<file path="src/rtl/rgb2gray_share_arb.sv">
// rgb2gray_share_arb
//   Shares one rgb2gray datapath between two RGB pixel sources, granting whole
//   lines round-robin. The returned gray stream is re-tagged with the source id
//   and a last-of-line flag. Lines that reach MAX_LINE pixels without a last flag
//   are force-released.
//
// Ports
//   clk, rst_n                 clock (rising edge), asynchronous active-low reset
//   s0_valid/s0_ready/s0_last  source 0 handshake and last-of-line flag
//   s0_r/s0_g/s0_b             source 0 colour components
//   s1_*                       same set for source 1
//   dp_din_valid, dp_r/g/b     drive the shared rgb2gray datapath input
//   dp_dout_valid, dp_gray     results returned by the rgb2gray datapath
//   gray_valid/data/src/last   tagged gray output, valid for one cycle
//   line_ovf                   one-cycle pulse when a line was force-released
//   tag_err                    sticky flag: dp_dout_valid disagreed with the tag pipe
module rgb2gray_share_arb #(
   parameter int unsigned GRAY_LAT = 2,
   parameter int unsigned MAX_LINE = 1024
) (
   input  logic       clk,
   input  logic       rst_n,
   input  logic       s0_valid,
   output logic       s0_ready,
   input  logic       s0_last,
   input  logic [7:0] s0_r,
   input  logic [7:0] s0_g,
   input  logic [7:0] s0_b,
   input  logic       s1_valid,
   output logic       s1_ready,
   input  logic       s1_last,
   input  logic [7:0] s1_r,
   input  logic [7:0] s1_g,
   input  logic [7:0] s1_b,
   output logic       dp_din_valid,
   output logic [7:0] dp_r,
   output logic [7:0] dp_g,
   output logic [7:0] dp_b,
   input  logic       dp_dout_valid,
   input  logic [7:0] dp_gray,
   output logic       gray_valid,
   output logic [7:0] gray_data,
   output logic       gray_src,
   output logic       gray_last,
   output logic       line_ovf,
   output logic       tag_err
);

   localparam int unsigned CW = $clog2(MAX_LINE + 1);

   localparam logic [1:0] StIdle = 2'd0;
   localparam logic [1:0] StG0   = 2'd1;
   localparam logic [1:0] StG1   = 2'd2;

   logic [1:0]    state_q, state_d;
   logic          rr_last_q, rr_last_d;
   logic [CW-1:0] count_q, count_d;

   // Tag pipe: index 0 is aligned with dp_din_valid, index GRAY_LAT with dp_dout_valid.
   logic [GRAY_LAT:0] tag_v_q, tag_s_q, tag_l_q;

   logic sel;
   logic xfer;
   logic cur_last;
   logic own_valid;
   logic other_valid;
   logic at_max;
   logic forced;
   logic line_end;

   assign s0_ready = (state_q == StG0);
   assign s1_ready = (state_q == StG1);

   always_comb begin
      sel         = (state_q == StG1);
      xfer        = ((state_q == StG0) && s0_valid) || ((state_q == StG1) && s1_valid);
      cur_last    = sel ? s1_last : s0_last;
      own_valid   = sel ? s1_valid : s0_valid;
      other_valid = sel ? s0_valid : s1_valid;
      at_max      = (count_q == CW'(MAX_LINE - 1));
      forced      = xfer && !cur_last && at_max;
      line_end    = xfer && (cur_last || at_max);
   end

   always_comb begin
      state_d   = state_q;
      rr_last_d = rr_last_q;
      count_d   = count_q;
      case (state_q)
         StIdle: begin
            if (s0_valid || s1_valid) begin
               // The source that was not served last has priority.
               if (rr_last_q) state_d = s0_valid ? StG0 : StG1;
               else           state_d = s1_valid ? StG1 : StG0;
            end
         end
         StG0, StG1: begin
            if (xfer) count_d = count_q + CW'(1);
            if (line_end) begin
               count_d   = '0;
               rr_last_d = sel;
               if (other_valid)    state_d = sel ? StG0 : StG1;
               else if (own_valid) state_d = state_q;
               else                state_d = StIdle;
            end
         end
         default: state_d = StIdle;
      endcase
   end

   always_ff @(posedge clk or negedge rst_n) begin
      if (!rst_n) begin
         state_q   <= StIdle;
         rr_last_q <= 1'b1;
         count_q   <= '0;
      end else begin
         state_q   <= state_d;
         rr_last_q <= rr_last_d;
         count_q   <= count_d;
      end
   end

   always_ff @(posedge clk or negedge rst_n) begin
      if (!rst_n) begin
         dp_din_valid <= 1'b0;
         dp_r         <= '0;
         dp_g         <= '0;
         dp_b         <= '0;
      end else begin
         dp_din_valid <= xfer;
         if (xfer) begin
            dp_r <= sel ? s1_r : s0_r;
            dp_g <= sel ? s1_g : s0_g;
            dp_b <= sel ? s1_b : s0_b;
         end
      end
   end

   always_ff @(posedge clk or negedge rst_n) begin
      if (!rst_n) begin
         tag_v_q <= '0;
         tag_s_q <= '0;
         tag_l_q <= '0;
      end else begin
         tag_v_q <= {tag_v_q[GRAY_LAT-1:0], xfer};
         tag_s_q <= {tag_s_q[GRAY_LAT-1:0], xfer && sel};
         tag_l_q <= {tag_l_q[GRAY_LAT-1:0], xfer && (cur_last || forced)};
      end
   end

   always_ff @(posedge clk or negedge rst_n) begin
      if (!rst_n) begin
         gray_valid <= 1'b0;
         gray_data  <= '0;
         gray_src   <= 1'b0;
         gray_last  <= 1'b0;
         line_ovf   <= 1'b0;
         tag_err    <= 1'b0;
      end else begin
         gray_valid <= dp_dout_valid;
         gray_data  <= dp_gray;
         gray_src   <= tag_s_q[GRAY_LAT];
         gray_last  <= tag_l_q[GRAY_LAT];
         line_ovf   <= forced;
         tag_err    <= tag_err || (dp_dout_valid != tag_v_q[GRAY_LAT]);
      end
   end

endmodule

</file>
<file path="config.mk">
export PLATFORM = sky130hd
export DESIGN_NAME = rgb2gray_share_arb
export DESIGN_NICKNAME = d
export VERILOG_FILES = /design/src/rtl/rgb2gray_share_arb.sv
export SDC_FILE = /design/constraint.sdc
export NUM_CORES = 1
export LEC_CHECK = 0
export BUFFER_PORTS_ARGS = -buffer_cell sky130_fd_sc_hd__buf_2
export CORE_AREA = 8 8 66 124
export CTS_BUF_LIST = sky130_fd_sc_hd__clkbuf_4
export DETAILED_ROUTE_END_ITERATION = 8
export DIE_AREA = 0 0 74 132
export PLACE_DENSITY = 0.73
export SYNTH_ARGS = -nofsm -noshare
export SYNTH_HDL_FRONTEND = slang
export SYNTH_SLANG_ARGS = --single-unit
</file>
<file path="constraint.sdc">
create_clock -name clk -period 3.99 [get_ports clk]
set_input_delay 0.399 -clock clk [delete_from_list [all_inputs] [get_ports clk]]
set_output_delay 0.399 -clock clk [all_outputs]
set_load 0.05 [all_outputs]
</file>
==> results of run 1 <==
[worst max-delay path, cell delays in order, from the launching register on]
cell and delay (ns):
dfrtp_1 0.42, inv_1 0.10, ha_2 0.29, a22oi_4 0.10, buf_4 0.27, nor3_1 0.48, nand4_1 0.18, xor2_1 0.15
nor2_1 0.05
[Yosys cell counts, types with 2 or more instances]
cell type	number
nand2_1	31
nand3_1	5
buf_2	4
nand2b_1	3
a21oi_1	2
nor2_1	14
ha_1	5
xor2_1	3
nor3_1	5
dfrtp_1	59
inv_1	5
o21ai_0	30
xnor2_1	5
clkbuf_1	5
mux2_1	3
mux2i_1	24
nand4_1	4
[through the flow]
| stage | power (mW) | instances |
|---|---|---|
| finish | 2.50 | 421 |
| global route | 2.66 | 421 |
| CTS | 2.54 | 421 |
| detailed placement | 2.12 | 405 |
| global placement | 2.09 | 405 |
| floorplan | 1.82 | 221 |
[worst min-delay path by stage]
| stage | from | endpoint |
|---|---|---|
| after floorplan | rst_n | count_q[0]$_DFFE_PN0P_ |
| after global placement | tag_l_q[0]$_DFF_PN0_ | tag_l_q[1]$_DFF_PN0_ |
| after detailed placement | tag_l_q[2]$_DFF_PN0_ | gray_last$_DFF_PN0_ |
| after CTS | dp_gray[1] | gray_data[1]$_DFF_PN0_ |
| after global routing | dp_gray[1] | gray_data[1]$_DFF_PN0_ |
| final | dp_gray[1] | gray_data[1]$_DFF_PN0_ |
[sequential cells by signal, summed over array words and instances, names as in the netlist]
| name | cells |
|---|---|
| count_q | 11 |
| gray_last | 1 |
| tag_s_q | 3 |
| state_q | 2 |
| gray_src | 1 |
| dp_b | 8 |
| dp_r | 8 |
| tag_err | 1 |
| rr_last_q | 1 |
| gray_data | 8 |
| dp_g | 8 |
| gray_valid | 1 |
| line_ovf | 1 |
| tag_l_q | 3 |
| tag_v_q | 3 |
[logic make-up after synthesis]
family | count (synthesis) | share of synthesized area
compound gates | 39 | 0.101
mux | 28 | 0.114
fa+ha+maj | 5 | 0.0246
simple gates | 67 | 0.119
buf+inv | 14 | 0.0227
flops | 60 | 0.591
xor+xnor | 8 | 0.0276
[area by class of cell]
class                           instances  area share
Sequential cell                        60       0.458
Multi-Input combinational cell        147       0.300
Inverter                                5     0.00572
Clock inverter                          7      0.0206
Clock buffer                            9      0.0206
Timing Repair Buffer                  105       0.162
Tap cell                               88      0.0335
[placed cells by master, fill, tap and decap left out, types with 3 or more instances in the layout]
master / n
buf_2: 102
buf_4: 3
clkbuf_4: 9
dfrtp_1: 59
ha_1: 4
inv_1: 5
mux2_1: 3
mux2i_1: 24
nand2_1: 31
nand2b_1: 3
nand3_1: 5
nand4_1: 4
nor2_1: 14
nor3_1: 5
o21ai_0: 30
xnor2_1: 5
xor2_1: 3
[layer usage]
metal  global-route usage  part of all wire
met5                    0                 0
met3               0.0511             0.064
met4               0.0684             0.025
met2                0.235              0.57
met1                0.117              0.34
[power breakdown]
part,internal (mW),leakage (nW),switching (mW)
logic,0.331,0.826,0.879
clock network,0.187,0.0693,0.224
registers,0.786,0.762,0.0934
total,1.30,1.66,1.20
==> key figures, run 1 <==
Logic synthesis
  • Top FF cell, synth: dfrtp_1
  • Syn Std Cell Area: 0.00254 mm²
  • #FFs+latches synth: 60
  • Mean Syn Cell Area: 11.5 µm²
  • Count of unique library cells instantiated by Yosys: 31
  • Synthesis Warnings: 0
  • Mapped Cells: 221
  • Syn Nets: 289
  • Leading area contributor after synthesis: dfrtp_1
  • Sequential fraction of the synthesis area: 0.591
  • Synth top area share: 0.581
  • Cells taking the most area after synthesis: dfrtp_1 (58%), mux2i_1 (9.5%), o21ai_0 (5.9%)
  • Post-synth ARST share: 1.00
  • Number of synthesized flops with an enable pin: 0

Clocking
  • CTS max path bufs: 2
  • Reg clk slew, reported paths: 0.10 ns
  • CTS sink cnt: 60
  • Hold Buf Count CTS: 0
  • CTS Root Cell: clkbuf_4
  • Postcts setup bufs: 0
  • CTS tree: built
  • Clock latency on the worst-skew pair: 0.40 ns
  • Post-cts gate resize count: 0
  • CTS H-tree lvls: 3
  • Total CTS buffers: 9

Timing
  • Final setup vio count: 0
  • Final Slew Violations: 0
  • Fmax: about 460 MHz
  • Setup WS post-layout: 1.83 ns
  • Tcrit/Tclk final: 0.542
  • RSZ-0062 raised after global routing: no
  • Max-slew headroom: 0.516
  • Worst hold slack: 0.0910 ns
  • Slew @ Worst Pin: 0.725 ns
  • Tmin final: 2.16 ns
  • Clock skew: 0.00920 ns
  • Final hold vios: 0
  • Final TNS setup: 0 ns

Cells and area
  • Post-Layout Inst Area: 0.00328 mm²
  • Area taken by multi-input logic gates: 983 µm²
  • Area Growth Syn to Fin: 29.2%
  • Layout cell share with drive strength beyond 1: 0.387
  • Number of fill cells in the layout: between 600 and 700
  • Nets: between 300 and 400
  • ANT cells: 0
  • Reg area: 0.00150 mm²
  • Finished Core Util: 0.500

Drt
  • Drt total wl: 5.97 mm
  • ANT nets after route: 0
  • DR iter-0 viols: 64
  • DR DRC count: 0
  • Vias: between 1500 and 2000
  • DR WL/cell: 14.2 µm
  • Vias per cell: 4.67
  • DRT Pass-1 Iters: 4

Setup path
  • Critical Path Source: state_q[0]$_DFFE_PN0P_
  • Worst EP arrival: 2.45 ns
  • Crit Reg-Reg Endpoint: count_q[10]$_DFFE_PN0P_
  • Worst path required time: 4.28 ns
  • Worst Setup Path Type: register to register
  • Max FO, Critical Path: 54
  • Reg2Reg Setup Slack: 1.83 ns
  • R2R cell count: 8
  • Worst setup endpoint: count_q[10]$_DFFE_PN0P_
  • Worst Setup End Kind: register
  • Nature of the critical path startpoint: register
  • Reg2reg start: state_q[0]$_DFFE_PN0P_

Global routing
  • First-pass GRT wire length: 9.81 mm
  • Total gr overflow: 0
  • All-Layer GR Usage: 0.131
  • Largest net degree at the start of global routing: 61
  • Vias in the first global route: 2153
  • Initial antenna violation count: 0

Power and ir drop
  • Max VDD drop: 0.392 mV
  • P per Cell Area: 762 mW/mm²
  • Leakage power: 1.66 nW

Place
  • Setup WS pre-CTS: 1.83 ns
  • GPL Wtd Cong: 0.858
  • Detailed Place HPWL: 4.68 mm
  • Placed Area: 0.00315 mm²
  • IO buf count: slightly above 100

Floorplanning
  • Core area: between 0.006 and 0.007 mm²
  • Top Ports: between 100 and 150
  • Die ar.: 0.00977 mm²
  • Die X: ~74 µm
  • Rows: 42
  • Initial Utilization: 0.387
  • Die height: 132 µm

Hold path
  • Worst hold path class: input port to register
  • Hold path depth: 1

Flow run
  • Max_cap viols: 0

Status
  • Outcome: finished, final reports clean
Power figures use the tool's default switching activity.
==> run 2, diff against run 1 <==
PLACE_DENSITY = 0.76   (was 0.73)
clock period = 1.9 ns   (was 3.99 ns; I/O delays follow)
==> key figures, run 2 (same netlist as run 1, synthesis figures left out) <==
Status
  • Outcome: finished, violations left
  • Violated checks: negative setup slack

Hold path
  • Hold EP: dp_r[1]$_DFFE_PN0N_
  • Worst hold path class: input port to register
  • Hold path depth: 3 (+2)
  • Hold Path Origin: s0_r[1]

Drt
  • Drt total wl: 6.31 mm (+5.8%)
  • DR iter-0 viols: 88 (+38%)
  • DR DRC count: 0 (unchanged)
  • Vias: 2050 (+4.4%)
  • Vias per cell: 4.65 (-0.35%)
  • DRT Pass-1 Iters: 4 (unchanged)
  • DR WL/cell: 14.3 µm (+0.98%)
  • ANT nets after route: 0 (unchanged)

Setup path
  • Critical Path Source: state_q[0]$_DFFE_PN0P_
  • Max FO, Critical Path: 4 (-93%)
  • Worst Setup Path Type: register to register
  • Reg2reg start: state_q[0]$_DFFE_PN0P_
  • Nature of the critical path startpoint: register
  • R2R cell count: 7 (-1)
  • Worst path required time: 2.18 ns (-2.10 ns)
  • Crit Reg-Reg Endpoint: state_q[1]$_DFFE_PN0P_
  • Worst Setup End Kind: register
  • Worst EP arrival: 2.19 ns (-0.26 ns)
  • Reg2Reg Setup Slack: -0.02 ns (-1.84 ns)

Flow run
  • Max_cap viols: 0 (unchanged)

Timing
  • Final Slew Violations: 0 (unchanged)
  • Final hold vios: 0 (unchanged)
  • Fmax: 522 MHz (+13%)
  • Slew @ Worst Pin: 0.486 ns (-0.240 ns)
  • Worst hold slack: 0.0760 ns (-0.0150 ns)
  • Tmin final: 1.92 ns (-0.246 ns)
  • Max-slew headroom: 0.676 (+0.160)
  • Final TNS setup: -0.0151 ns (-0.0151 ns)
  • Clock skew: 0.00766 ns (-0.00154 ns)
  • Setup WS post-layout: -0.0151 ns (-1.84 ns)
  • Final setup vio count: 1 (+1)
  • Tcrit/Tclk final: 1.01 (+0.466)
  • RSZ-0062 raised after global routing: yes

Place
  • Detailed Place HPWL: 4.90 mm (+4.6%)
  • IO buf count: 102 (unchanged)
  • Placed Area: 0.00323 mm² (+2.5%)
  • GPL Wtd Cong: 0.836 (-2.5%)
  • Setup WS pre-CTS: 0.0144 ns (-1.82 ns)

Global routing
  • Total gr overflow: 0 (unchanged)
  • Initial antenna violation count: 1 (+1)
  • Vias in the first global route: 2136 (-0.79%)
  • All-Layer GR Usage: 0.134 (+0.00358)
  • Largest net degree at the start of global routing: 42 (-31%)
  • First-pass GRT wire length: 9.90 mm (+0.92%)

Power and ir drop
  • Sequential Power Share: 0.337 (-0.015)
  • Psw: 2.51 mW (+110%)
  • Max VDD drop: 1.03 mV (+160%)
  • Switching share of power: 0.462 (-0.0168)
  • Comb pwr share: 0.508 (+0.024)
  • Leakage power: 1.76 nW (+6.3%)
  • P per Cell Area: 1560 mW/mm² (+100%)
  • Clock network power share: 0.155 (-0.009)
  • Internal power: 2.93 mW (+120%)

Clocking
  • Clock latency on the worst-skew pair: 0.39 ns (about the same)
  • CTS sink cnt: 60 (unchanged)
  • Total CTS buffers: 9 (unchanged)
  • CTS max path bufs: 2 (unchanged)
  • Reg clk slew, reported paths: 0.09 ns (about the same)
  • CTS H-tree lvls: 3 (unchanged)
  • CTS Root Cell: clkbuf_4
  • CTS tree: built

Floorplanning
  • Core area: 0.00657 mm² (unchanged)
  • Die X: 74 µm (unchanged)
  • Die height: 132 µm (unchanged)
  • Rows: 42 (unchanged)
  • Die ar.: 0.00977 mm² (unchanged)
  • Initial Utilization: 0.387 (unchanged)
  • Top Ports: 103 (unchanged)

Cells and area
  • Post-Layout Inst Area: 0.00349 mm² (+6.3%)
  • Area Growth Syn to Fin: 37.3%
  • Finished Core Util: 0.531 (+0.0314)
  • Largest register FFs: 11 (unchanged)
  • Layout cell share with drive strength beyond 1: 0.401 (+0.0132)
  • Nets: 416 (+5.1%)
  • Most common cell after layout, fill and taps aside: buf_2
  • Commonest non-fill, non-tap cells in the layout: buf_2 (101), dfrtp_1 (59), nand2_1 (31)
  • Largest register by flop count: count_q
[run 2: critical path, stage by stage (launching register included)]
cell and delay (ns):
dfrtp_1 0.40, inv_2 0.09, ha_4 0.16, mux2_4 0.33, a41oi_4 0.25, a211oi_2 0.07
o22ai_2 0.17, mux2_1 0.35
[run 2: area by class of cell]
cell class	count	area, µm²
clock inverter	3	38.8
multi-input combinational	147	1000
inverter	5	18.8
clock buffer	12	90.1
sequential	60	1500
tap	88	110
antenna	1	2.50
fill	596	3080
timing repair buffer	125	727
[run 2: metrics by stage]
step / power (mW) / std cells
3_5_place_dp: 4.56 / 412
5_1_grt: 5.78 / 441
2_1_floorplan: 3.86 / 221
6_report: 5.44 / 441
4_1_cts: 5.46 / 439
3_3_place_gp: 4.49 / 412
[run 2: what timing repair did]
| action | CTS | global route |
|---|---|---|
| endpoints found under the setup margin | 2 | 8 |
| hold buffers | 10 | 0 |
| hold endpoints to repair | 27 | 0 |
| pin swaps | 1 | 1 |
| resized for setup | 1 | 2 |
| setup buffers | 2 | 1 |
[run 2: power by group through the flow]
| stage | registers, mW | logic, mW | clock network, mW |
|---|---|---|---|
| 5_1_grt | 1.89 | 2.96 | 0.939 |
| 6_report | 1.83 | 2.76 | 0.843 |
| 3_3_place_gp | 1.85 | 2.65 | 0 |
| 3_5_place_dp | 1.86 | 2.70 | 0 |
| 2_1_floorplan | 2.80 | 1.06 | 0 |
| 4_1_cts | 1.84 | 2.74 | 0.881 |
[run 2: worst max path at each step]
| stage | endpoint | slack [ns] | cells past startpoint |
|---|---|---|---|
| floorplan | state_q[0]$_DFFE_PN0P_ | -0.16 | 8 |
| global placement | state_q[1]$_DFFE_PN0P_ | 0.08 | 7 |
| detailed placement | state_q[0]$_DFFE_PN0P_ | 0.01 | 7 |
| CTS | state_q[0]$_DFFE_PN0P_ | 0.005 | 7 |
| global route | state_q[1]$_DFFE_PN0P_ | -0.11 | 7 |
| finish | state_q[1]$_DFFE_PN0P_ | -0.02 | 7 |
[run 2: per-layer routing]
metal	vias to the layer above	wire (µm)	global-route usage
met3	13	343	0.0366
li1	1013	-	-
met4	0	181	0.0706
met5	-	0	0
met2	52	3670	0.252
met1	972	2120	0.119
==> run 3, diff against run 2 <==
ABC_AREA = 1   (was default)
CORE_AREA = 8 8 66 125   (was 8 8 66 124)
DIE_AREA = 0 0 74 133   (was 0 0 74 132)
SLEW_MARGIN = 0   (was default)
==> key figures, run 3 <==
Logic synthesis
  • Mapped Cells: 285 (+29%)
  • Multiplexer share of the synthesized area: 0 (-0.114)
  • #FFs+latches synth: 60 (unchanged)
  • Syn Std Cell Area: 0.00259 mm² (+1.8%)
  • Count leader, synth: nand2_1
  • Synth Area in XOR/XNOR: 0.00677 (-0.0208)
  • Post-synth ARST share: 1.00 (unchanged)
  • Post-synthesis adder-cell area fraction: 0.0242 (-0.000429)
  • Sequential fraction of the synthesis area: 0.581 (-0.0103)
  • Simple-gate area share of the yosys netlist: 0.236 (+0.117)
  • Leading area contributor after synthesis: dfrtp_1
  • Count of unique library cells instantiated by Yosys: 26 (-16%)
  • Post-synthesis compound-gate area fraction: 0.0939 (-0.00708)
  • Main combinational cell family by area after synthesis: simple AND/OR/NAND/NOR gates
  • Commonest cells in the netlist: nand2_1 (79), dfrtp_1 (59), nor2_1 (36)
  • Number of synthesized flops with an enable pin: 0 (unchanged)
  • Syn Nets: 353 (+22%)
  • Cells taking the most area after synthesis: dfrtp_1 (57%), nand2_1 (11%), a31oi_1 (6.0%)
  • Top FF cell, synth: dfrtp_1
  • Mean Syn Cell Area: 9.07 µm² (-21%)
  • Synth top area share: 0.571 (-0.0101)
  • Synthesis Warnings: 0 (unchanged)

Cells and area
  • Layout cell share with drive strength beyond 1: 0.337 (-0.0640)
  • Post-Layout Inst Area: 0.00343 mm² (-1.6%)
  • Area Growth Syn to Fin: 32.8%
  • Largest register FFs: 11 (unchanged)
  • Largest register by flop count: count_q
  • Most common cell after layout, fill and taps aside: buf_2
  • Post-route insts no fill: 496 (+12%)
  • Nets: 470 (+13%)
  • Commonest non-fill, non-tap cells in the layout: buf_2 (102), nand2_1 (79), dfrtp_1 (59)
  • Number of fill cells in the layout: 622 (+4.4%)

Setup path
  • Worst path required time: 2.24 ns (+0.06 ns)
  • Worst Setup End Kind: register
  • Critical Path Source: state_q[1]$_DFFE_PN0P_
  • Nature of the critical path startpoint: register
  • Worst EP arrival: 2.05 ns (-0.14 ns)
  • Worst Setup Path Type: register to register
  • R2R cell count: 8 (+1)
  • Crit Reg-Reg Endpoint: count_q[5]$_DFFE_PN0P_
  • Reg2reg start: state_q[1]$_DFFE_PN0P_
  • Max FO, Critical Path: 13 (+9)
  • Reg2Reg Setup Slack: 0.19 ns (+0.20 ns)
  • Worst setup endpoint: count_q[5]$_DFFE_PN0P_

Power and ir drop
  • Max VDD drop: 0.578 mV (-44%)
  • P per Cell Area: 1620 mW/mm² (+4.1%)
  • Leakage power: 1.75 nW (-0.72%)
  • Total Power: 5.57 mW (+2.4%)

Global routing
  • Vias in the first global route: 2472 (+16%)
  • Total gr overflow: 0 (unchanged)
  • Initial antenna violation count: 1 (unchanged)
  • Largest net degree at the start of global routing: 50 (+19%)
  • All-Layer GR Usage: 0.155 (+0.0207)
  • First-pass GRT wire length: 11.4 mm (+16%)

Status
  • Outcome: finished, final reports clean

Floorplanning
  • Die ar.: 0.00984 mm² (+0.76%)
  • Rows: 42 (unchanged)
  • Die X: 74 µm (unchanged)
  • Core area: 0.00657 mm² (unchanged)
  • Initial Utilization: 0.394 (+0.00686)
  • Top Ports: 103 (unchanged)
  • Die height: 133 µm (+0.76%)

Drt
  • Vias per cell: 4.85 (+4.3%)
  • DR iter-0 viols: 116 (+32%)
  • DR WL/cell: 14.7 µm (+2.6%)
  • DR DRC count: 0 (unchanged)
  • Drt total wl: 7.28 mm (+15%)
  • Vias: 2405 (+17%)
  • ANT nets after route: 0 (unchanged)
  • DRT Pass-1 Iters: 5 (+1)

Clocking
  • CTS max path bufs: 2 (unchanged)
  • CTS H-tree lvls: 3 (unchanged)
  • Total CTS buffers: 9 (unchanged)
  • CTS Root Cell: clkbuf_4
  • CTS sink cnt: 60 (unchanged)
  • Clock latency on the worst-skew pair: 0.40 ns (about the same)
  • Postcts setup bufs: 0 (-2)
  • Reg clk slew, reported paths: 0.10 ns (about the same)
  • CTS tree: built

Hold path
  • Worst hold path class: input port to register

Timing
  • Final Slew Violations: 0 (unchanged)
  • Fmax: 584 MHz (+12%)
  • Tcrit/Tclk final: 0.902 (-0.106)
  • Clock skew: 0.0154 ns (+0.00777 ns)
  • RSZ-0062 raised after global routing: no
  • Final TNS setup: 0 ns (+0.0151 ns)
  • Final hold vios: 0 (unchanged)
  • Final setup vio count: 0 (-1)
  • Tmin final: 1.71 ns (-0.202 ns)
  • Max-slew headroom: 0.532 (-0.144)
  • Slew @ Worst Pin: 0.702 ns (+0.216 ns)

Place
  • Detailed Place HPWL: 5.53 mm (+13%)
  • Cells after DPL: 469 (+14%)
  • GPL Wtd Cong: 0.943 (+13%)
  • IO buf count: 102 (unchanged)
  • Placed Area: 0.00320 mm² (-0.89%)

Flow run
  • Max_cap viols: 0 (unchanged)
## run 3: repair_timing
action / in CTS / in global routing
endpoints found under the setup margin: 0 / 8
resized for setup: 0 / 3
endpoints found under the hold margin: 35 / 0
hold buffers: 10 / 0
## run 3: logic make-up (layout without fill, tap and decap cells)
| family | count (synthesis) | after routing |
|---|---|---|
| AO/OA/AOI/OAI | 41 | 41 |
| XOR/XNOR | 2 | 2 |
| adder cells (fa/ha/maj) | 5 | 5 |
| buffers and inverters | 34 | 156 |
| flip-flops | 60 | 60 |
| other | 0 | 1 |
| AND/OR/NAND/NOR | 143 | 143 |
## run 3: worst min path at each step
stage | start | end | slack [ns] | depth (start not counted)
4_1_cts | s0_r[2] | dp_r[2]$_DFFE_PN0N_ | 0.007 | 3
3_5_place_dp | rst_n | tag_v_q[2]$_DFF_PN0_ | 0.28 | 1
3_3_place_gp | rst_n | tag_v_q[2]$_DFF_PN0_ | 0.28 | 1
5_1_grt | s1_r[4] | dp_r[4]$_DFFE_PN0N_ | 0.01 | 3
6_report | s0_r[2] | dp_r[2]$_DFFE_PN0N_ | 0.03 | 3
2_1_floorplan | rst_n | count_q[0]$_DFFE_PN0P_ | -0.11 | 0
## run 3: report_power, final
| group | internal, mW | switching (mW) | leakage (nW) | total [mW] |
|---|---|---|---|---|
| combinational | 0.727 | 2.13 | 0.957 | 2.85 |
| clock | 0.381 | 0.453 | 0.0659 | 0.834 |
| sequential | 1.68 | 0.200 | 0.727 | 1.88 |
## run 3: area by class of cell
| class | count | area, µm² | area share |
|---|---|---|---|
| flip-flops and latches | 60 | 1500 | 0.438 |
| clock buffers | 9 | 67.6 | 0.0197 |
| clock inverters | 7 | 57.6 | 0.0168 |
| well taps | 88 | 110 | 0.0321 |
| multi-input cells | 191 | 936 | 0.273 |
| inverters | 22 | 85.1 | 0.0248 |
| diodes | 1 | 2.50 | 0.000729 |
| repair buffers | 118 | 672 | 0.196 |
## run 3: metal layers
metal  global-route usage  routed length, µm  vias up
met2                0.264               3900       94
met1                0.147               2540     1124
met4                0.115                325        0
li1                     -                  -     1166
met3               0.0477                513       21
met5                    0                  0        -
## run 3: worst max-delay path, stage by stage (launching register included)
cell,delay [ns]
dfrtp_1,0.42
inv_1,0.08
ha_1,0.38
inv_1,0.13
nor2_8,0.22
nand2_1,0.12
o21ai_1,0.14
nand2_1,0.07
nor2_1,0.08
## run 3: metrics by stage
step | utilization | hold slack (ns) | setup WS [ns]
final | 0.523 | 0.0312 | 0.187
after global routing | 0.523 | 0.0135 | 0.0207
after CTS | 0.521 | 0.00684 | 0.136
after detailed placement | 0.487 | 0.284 | 0.160
after global placement | 0.487 | 0.276 | 0.229
after floorplan | - | -0.106 | 0.0251
